--- config.mk ---
export PLATFORM = sky130hd
export DESIGN_NAME = alu_control_seq_flat
export DESIGN_NICKNAME = d
export VERILOG_FILES = /design/src/rtl/alu_control_seq_if.sv /design/src/rtl/alu_control_seq.sv /design/src/flat_wrapper.sv
export SDC_FILE = /design/constraint.sdc
export NUM_CORES = 1
export LEC_CHECK = 0
export ABC_AREA = 0
export BUFFER_PORTS_ARGS = -buffer_cell sky130_fd_sc_hd__buf_2
export CAP_MARGIN = 20
export CORE_ASPECT_RATIO = 1.4
export CORE_MARGIN = 2
export CORE_UTILIZATION = 34
export DETAILED_ROUTE_END_ITERATION = 16
export MAX_ROUTING_LAYER = met4
export PLACE_DENSITY = 0.59
export SLEW_MARGIN = 20
export SYNTH_ARGS = -nofsm -noshare
export SYNTH_HDL_FRONTEND = slang
export SYNTH_SLANG_ARGS = --single-unit
export TNS_END_PERCENT = 50
--- constraint.sdc ---
create_clock -name clk -period 2.1 [get_ports clk]
set_input_delay 0.42 -clock clk [delete_from_list [all_inputs] [get_ports clk]]
set_output_delay 0.42 -clock clk [all_outputs]
set_load 0.05 [all_outputs]
--- src/rtl/alu_control_seq_if.sv ---
// Handshake bus for the ALU-control decoder: instruction in, registered decode out.
interface alu_control_seq_if #(
    parameter int unsigned CTRL_W = 4
);
    logic              in_valid;
    logic              in_ready;
    logic [5:0]        opcode;
    logic [5:0]        func_field;
    logic              out_valid;
    logic              out_ready;
    logic [CTRL_W-1:0] alu_control;
    logic              illegal;
    logic              multi_cycle;
    logic              busy;

    // Upstream/downstream side: presents instructions and consumes results.
    modport master (
        output in_valid,
        output opcode,
        output func_field,
        output out_ready,
        input  in_ready,
        input  out_valid,
        input  alu_control,
        input  illegal,
        input  multi_cycle,
        input  busy
    );

    // Decoder side.
    modport slave (
        input  in_valid,
        input  opcode,
        input  func_field,
        input  out_ready,
        output in_ready,
        output out_valid,
        output alu_control,
        output illegal,
        output multi_cycle,
        output busy
    );
endinterface

--- src/rtl/alu_control_seq.sv ---
// MIPS-style ALU control decoder with a valid/ready handshake and a
// multi-cycle hold-off for mult/div class operations.
module alu_control_seq #(
    parameter int unsigned CTRL_W     = 4,
    parameter int unsigned MUL_CYCLES = 4,
    parameter int unsigned DIV_CYCLES = 8,
    parameter int unsigned CNT_W      = 4
) (
    input  logic              clk,
    input  logic              rst_n,
    alu_control_seq_if.slave  bus
);

    localparam int unsigned CODE_W = 4;

    localparam logic [CODE_W-1:0] C_ADD  = CODE_W'(0);
    localparam logic [CODE_W-1:0] C_SUB  = CODE_W'(1);
    localparam logic [CODE_W-1:0] C_AND  = CODE_W'(2);
    localparam logic [CODE_W-1:0] C_OR   = CODE_W'(3);
    localparam logic [CODE_W-1:0] C_NOR  = CODE_W'(4);
    localparam logic [CODE_W-1:0] C_SLT  = CODE_W'(5);
    localparam logic [CODE_W-1:0] C_XOR  = CODE_W'(6);
    localparam logic [CODE_W-1:0] C_SLTU = CODE_W'(7);
    localparam logic [CODE_W-1:0] C_MUL  = CODE_W'(8);
    localparam logic [CODE_W-1:0] C_DIV  = CODE_W'(9);

    localparam logic [CNT_W-1:0] MUL_LOAD = CNT_W'(MUL_CYCLES - 1);
    localparam logic [CNT_W-1:0] DIV_LOAD = CNT_W'(DIV_CYCLES - 1);

    typedef enum logic [1:0] {
        S_IDLE = 2'd0,
        S_HOLD = 2'd1,
        S_BUSY = 2'd2
    } state_t;

    state_t            r_state;
    logic [CNT_W-1:0]  r_cnt;
    logic [CTRL_W-1:0] r_alu_control;
    logic              r_illegal;
    logic              r_multi_cycle;

    logic [CODE_W-1:0] w_code;
    logic              w_illegal;
    logic              w_multi;
    logic              w_in_ready;
    logic              w_accept;
    logic [CNT_W-1:0]  w_cnt_load;

    // Instruction decode; anything not listed is illegal and maps to add.
    always_comb begin
        w_code    = C_ADD;
        w_illegal = 1'b0;
        if (bus.opcode == 6'h00) begin
            case (bus.func_field)
                6'h20, 6'h21: w_code = C_ADD;
                6'h22, 6'h23: w_code = C_SUB;
                6'h24:        w_code = C_AND;
                6'h25:        w_code = C_OR;
                6'h27:        w_code = C_NOR;
                6'h2A:        w_code = C_SLT;
                6'h26:        w_code = C_XOR;
                6'h2B:        w_code = C_SLTU;
                6'h18, 6'h19: w_code = C_MUL;
                6'h1A, 6'h1B: w_code = C_DIV;
                default:      w_illegal = 1'b1;
            endcase
        end else begin
            case (bus.opcode)
                6'h04, 6'h05: w_code = C_SUB;
                6'h08, 6'h09: w_code = C_ADD;
                6'h0A:        w_code = C_SLT;
                6'h0C:        w_code = C_AND;
                6'h0D:        w_code = C_OR;
                6'h0E:        w_code = C_XOR;
                6'h23, 6'h2B: w_code = C_ADD;
                default:      w_illegal = 1'b1;
            endcase
        end
    end

    assign w_multi    = (w_code == C_MUL) || (w_code == C_DIV);
    assign w_cnt_load = (w_code == C_DIV) ? DIV_LOAD : MUL_LOAD;

    // Ready while idle, or while holding a result that is being consumed now.
    assign w_in_ready = (r_state == S_IDLE) ||
                        ((r_state == S_HOLD) && bus.out_ready);
    assign w_accept   = bus.in_valid && w_in_ready;

    // State, counter and decode registers.
    always_ff @(posedge clk or negedge rst_n) begin
        if (!rst_n) begin
            r_state       <= S_IDLE;
            r_cnt         <= '0;
            r_alu_control <= '0;
            r_illegal     <= 1'b0;
            r_multi_cycle <= 1'b0;
        end else if (w_accept) begin
            r_alu_control <= CTRL_W'(w_code);
            r_illegal     <= w_illegal;
            r_multi_cycle <= w_multi;
            if (w_multi) begin
                r_state <= S_BUSY;
                r_cnt   <= w_cnt_load;
            end else begin
                r_state <= S_HOLD;
                r_cnt   <= '0;
            end
        end else begin
            case (r_state)
                S_IDLE: r_state <= S_IDLE;
                S_HOLD: begin
                    if (bus.out_ready) begin
                        r_state <= S_IDLE;
                    end
                end
                S_BUSY: begin
                    if (r_cnt == '0) begin
                        r_state <= S_HOLD;
                    end else begin
                        r_cnt <= r_cnt - CNT_W'(1);
                    end
                end
                default: r_state <= S_IDLE;
            endcase
        end
    end

    assign bus.in_ready    = w_in_ready;
    assign bus.out_valid   = (r_state == S_HOLD);
    assign bus.busy        = (r_state == S_BUSY);
    assign bus.alu_control = r_alu_control;
    assign bus.illegal     = r_illegal;
    assign bus.multi_cycle = r_multi_cycle;

endmodule

--- src/flat_wrapper.sv ---
// flat-port wrapper written by rule: the top's interface ports become plain ports
module alu_control_seq_flat 
#(
    parameter int unsigned CTRL_W     = 4,
    parameter int unsigned MUL_CYCLES = 4,
    parameter int unsigned DIV_CYCLES = 8,
    parameter int unsigned CNT_W      = 4
)
  (clk, rst_n, bus_in_valid, bus_opcode, bus_func_field, bus_out_ready, bus_in_ready, bus_out_valid, bus_alu_control, bus_illegal, bus_multi_cycle, bus_busy);
  alu_control_seq_if #(.CTRL_W(CTRL_W)) bus_i ();
  input  logic clk;
  input  logic rst_n;
  input wire logic [$bits(bus_i.in_valid)-1:0] bus_in_valid;
  input wire logic [$bits(bus_i.opcode)-1:0] bus_opcode;
  input wire logic [$bits(bus_i.func_field)-1:0] bus_func_field;
  input wire logic [$bits(bus_i.out_ready)-1:0] bus_out_ready;
  output wire logic [$bits(bus_i.in_ready)-1:0] bus_in_ready;
  output wire logic [$bits(bus_i.out_valid)-1:0] bus_out_valid;
  output wire logic [$bits(bus_i.alu_control)-1:0] bus_alu_control;
  output wire logic [$bits(bus_i.illegal)-1:0] bus_illegal;
  output wire logic [$bits(bus_i.multi_cycle)-1:0] bus_multi_cycle;
  output wire logic [$bits(bus_i.busy)-1:0] bus_busy;
  assign bus_i.in_valid = bus_in_valid;
  assign bus_i.opcode = bus_opcode;
  assign bus_i.func_field = bus_func_field;
  assign bus_i.out_ready = bus_out_ready;
  assign bus_in_ready = bus_i.in_ready;
  assign bus_out_valid = bus_i.out_valid;
  assign bus_alu_control = bus_i.alu_control;
  assign bus_illegal = bus_i.illegal;
  assign bus_multi_cycle = bus_i.multi_cycle;
  assign bus_busy = bus_i.busy;
  alu_control_seq #(.CTRL_W(CTRL_W), .MUL_CYCLES(MUL_CYCLES), .DIV_CYCLES(DIV_CYCLES), .CNT_W(CNT_W)) u_core (.clk(clk), .rst_n(rst_n), .bus(bus_i));
endmodule
==> summary.txt <==
Power and ir drop
  – Pwr Total: 0.571 mW
  – Static leakage: 0.455 nW
  – Pwr Density: 594 nW/um^2
  – VDD IR-drop max: 0.173 mV

Clocking
  – CTS clk-pin slew, worst paths: 80 ps
  – H-tree Lvls: 1
  – Post-CTS Setup Bufs: 0
  – Worst-Skew Late Latency: 280 ps
  – Root buf cell: clkbuf_4
  – Post-CTS resize count: 0
  – CTS max path bufs: 2
  – TritonCTS clock tree: yes
  – Num CTS Buffers: 3
  – Clock sink total: 12
  – # hold bufs at CTS: 0

Logic synthesis
  – Sequential share of the synthesized area: 38.2%
  – Post-Synthesis Cells: 88
  – Yosys warns: 0
  – Mapped Area: 787 um^2
  – Largest family of logic cells by synthesized area: simple AND/OR/NAND/NOR gates
  – Primary FF master, synth: dfrtp_1
  – Synth area leader: dfrtp_1
  – Seq cells post-synth: 12
  – Share of the synthesized area in the top cell type: 38.2%
  – Post-Synth Simple-Gate Area: 36.4%
  – Post-Synth XOR/XNOR Area: 1.11%
  – Adder-cell share of the synthesized area: 1.59%
  – EDFF count, synth: 0
  – Portion of netlist area occupied by mux cells: 1.27%
  – Syn_nets: 105
  – Syn Area/Cell: 8.94 um^2
  – Count of different cell masters after synthesis: 37
  – Area contributors post-synth: dfrtp_1, nor2b_1, nand4b_1
  – Synth async-reset ratio: 100%
  – Synth Area in Compound Gates: 18.4%

Die
  – Area of the die: 2720 um^2
  – Core box area: 2180 um^2
  – Die W: 44.7 um
  – Row Count: 20
  – # IOs: 25
  – Initial Util: 36.1%
  – DIE HEIGHT: 60.9 um

Critical path
  – Crit path arrival time: 1230 ps
  – Setup slack, reg-to-reg: 500 ps
  – Buffers and inverters on the worst path: 2
  – CP cell instances: nand2b_1, inv_2, buf_2
  – Crit-path max FO: 5
  – CP Launch Type: flop
  – Crit path capture type: primary output
  – Crit path max-delay family: flip-flops
  – CP peak stage delay: 400 ps
  – Reg2Reg Depth: 6
  – Critical path class: reg -> out
  – CP Data Required Time: 1680 ps
  – Worst-path cell with the longest stage delay: dfrtp_1
  – Launching point of the worst reg2reg path: u_core.r_cnt[0]
  – RR Endpoint: u_core.r_cnt[1]

Job
  – Max-cap violations: 0

Status
  – Outcome: finished clean

Placement
  – Port Buffers: 24
  – Dpl ws: 501 ps
  – Dpl hpwl: 1.53 mm
  – GP Congestion: 0.851

Route
  – Drc violations: 0
  – Post-DRT Antenna Nets: 0
  – Via count: 769
  – DR WL/cell: 13.6 um
  – Initial DRC count: 13
  – DR pass1 iterations: 4
  – Routed wire length: 1.85 mm
  – Routed vias/inst: 5.65

Final layout
  – Area delta synth->final: 22.3%
  – NumNets Final: 132
  – Antenna cells: 0
  – Layout filler cell count: 224
  – Proportion of layout cells with a drive suffix above 1: 30.7%

Global route
  – Initial antenna violation count: 0
  – GRT Total Usage: 17.0%
  – First-pass GRT wire length: 3.21 mm
  – Vias in the first global route: 756
  – Total grt overflow: 0
  – Largest net degree at the start of global routing: 13

Timing
  – Final hold vios: 0
  – Max-slew violation count: 0
  – Max frequency: 605 MHz
  – Endpoints failing setup: 0
  – Hold Worst Slack: 1.52 ps
  – Period utilization: 78.7%
  – Tmin final: 1650 ps
  – Rel. slew slack: 74.0%
  – Worst Tran Pin Value: 390 ps
  – Clock Skew: 3.15 ps
  – Setup Total Neg Slack: 0 ps
  – RSZ-0062 raised after global routing: false
  – Setup ws final: 447 ps

Hold path
  – Hold Crit Class: in -> async
power by group:
part	leakage (nW)	switching, mW	internal (mW)
clock network	0.0210	0.0797	0.106
logic	0.280	0.0916	0.0438
registers	0.155	0.00790	0.243
per-stage QoR:
step / std cells / cell area, um^2 / utilization, %
after detailed placement: 132 / 926 / 42.5
after floorplan: 88 / 787 / -
after global placement: 132 / 926 / 42.5
after global routing: 136 / 962 / 44.2
after CTS: 136 / 962 / 44.2
final: 136 / 962 / 44.2
synth_stat cells (all sizes together) (3+ instances only):
library cell / count
nand2b: 3
nand3b: 3
o21ai: 4
dfrtp: 12
nand2: 5
a21oi: 5
nor2b: 7
a31oi: 3
nor2: 10
inv: 4
nand4b: 4
final cells by class:
type                            count  area, um^2  area share (%)
Multi-Input combinational cell     70         463            48.1
Timing Repair Buffer               24         120            12.5
Clock buffer                        4        36.3            3.77
Tap cell                           22        27.5            2.86
Sequential cell                    12         300            31.2
Inverter                            4        15.0            1.56
layer usage:
layer	vias to the layer above	track usage (%)	wire [um]
li1	378	-	-
met1	354	17.5	706
met2	31	28.2	963
met3	6	2.08	104
met4	0	13.9	78
met5	-	-	0
flip-flops by register name, indices dropped and copies added (netlist names):
signal,cells
u_core.bus.alu_control,4
u_core.r_cnt,4
u_core.r_state,2
u_core.bus.illegal,1
u_core.bus.multi_cycle,1
cell usage in the layout (no fill, tap or decap), types with 3 or more instances in the layout:
master     n
dfrtp_1   12
nand2_1    4
inv_1      3
nor2_1     9
nand2b_1   3
nand3b_1   3
nor2b_1    7
a21oi_1    5
o21ai_0    4
clkbuf_4   3
a31oi_1    3
buf_2     24
nand4b_1   4
logic make-up after synthesis:
group                      Yosys count
adders and majority gates            1
buffers and inverters                6
muxes                                1
xor gates and xnor gates             1
AOI/OAI and AO/OA                   22
and+or+nand+nor                     45
DFF                                 12
worst max path at each step:
stage	start	end	slack, ps	depth (start not counted)
finish	u_core.r_state[0]	bus_busy	450	3
global route	u_core.r_state[0]	bus_busy	360	3
CTS	u_core.r_state[0]	bus_busy	430	3
detailed placement	u_core.r_cnt[0]	u_core.r_cnt[1]	500	6
global placement	u_core.r_cnt[0]	u_core.r_cnt[1]	520	6
floorplan	u_core.r_state[0]	bus_in_ready	530	2
Power figures use the tool's default switching activity.
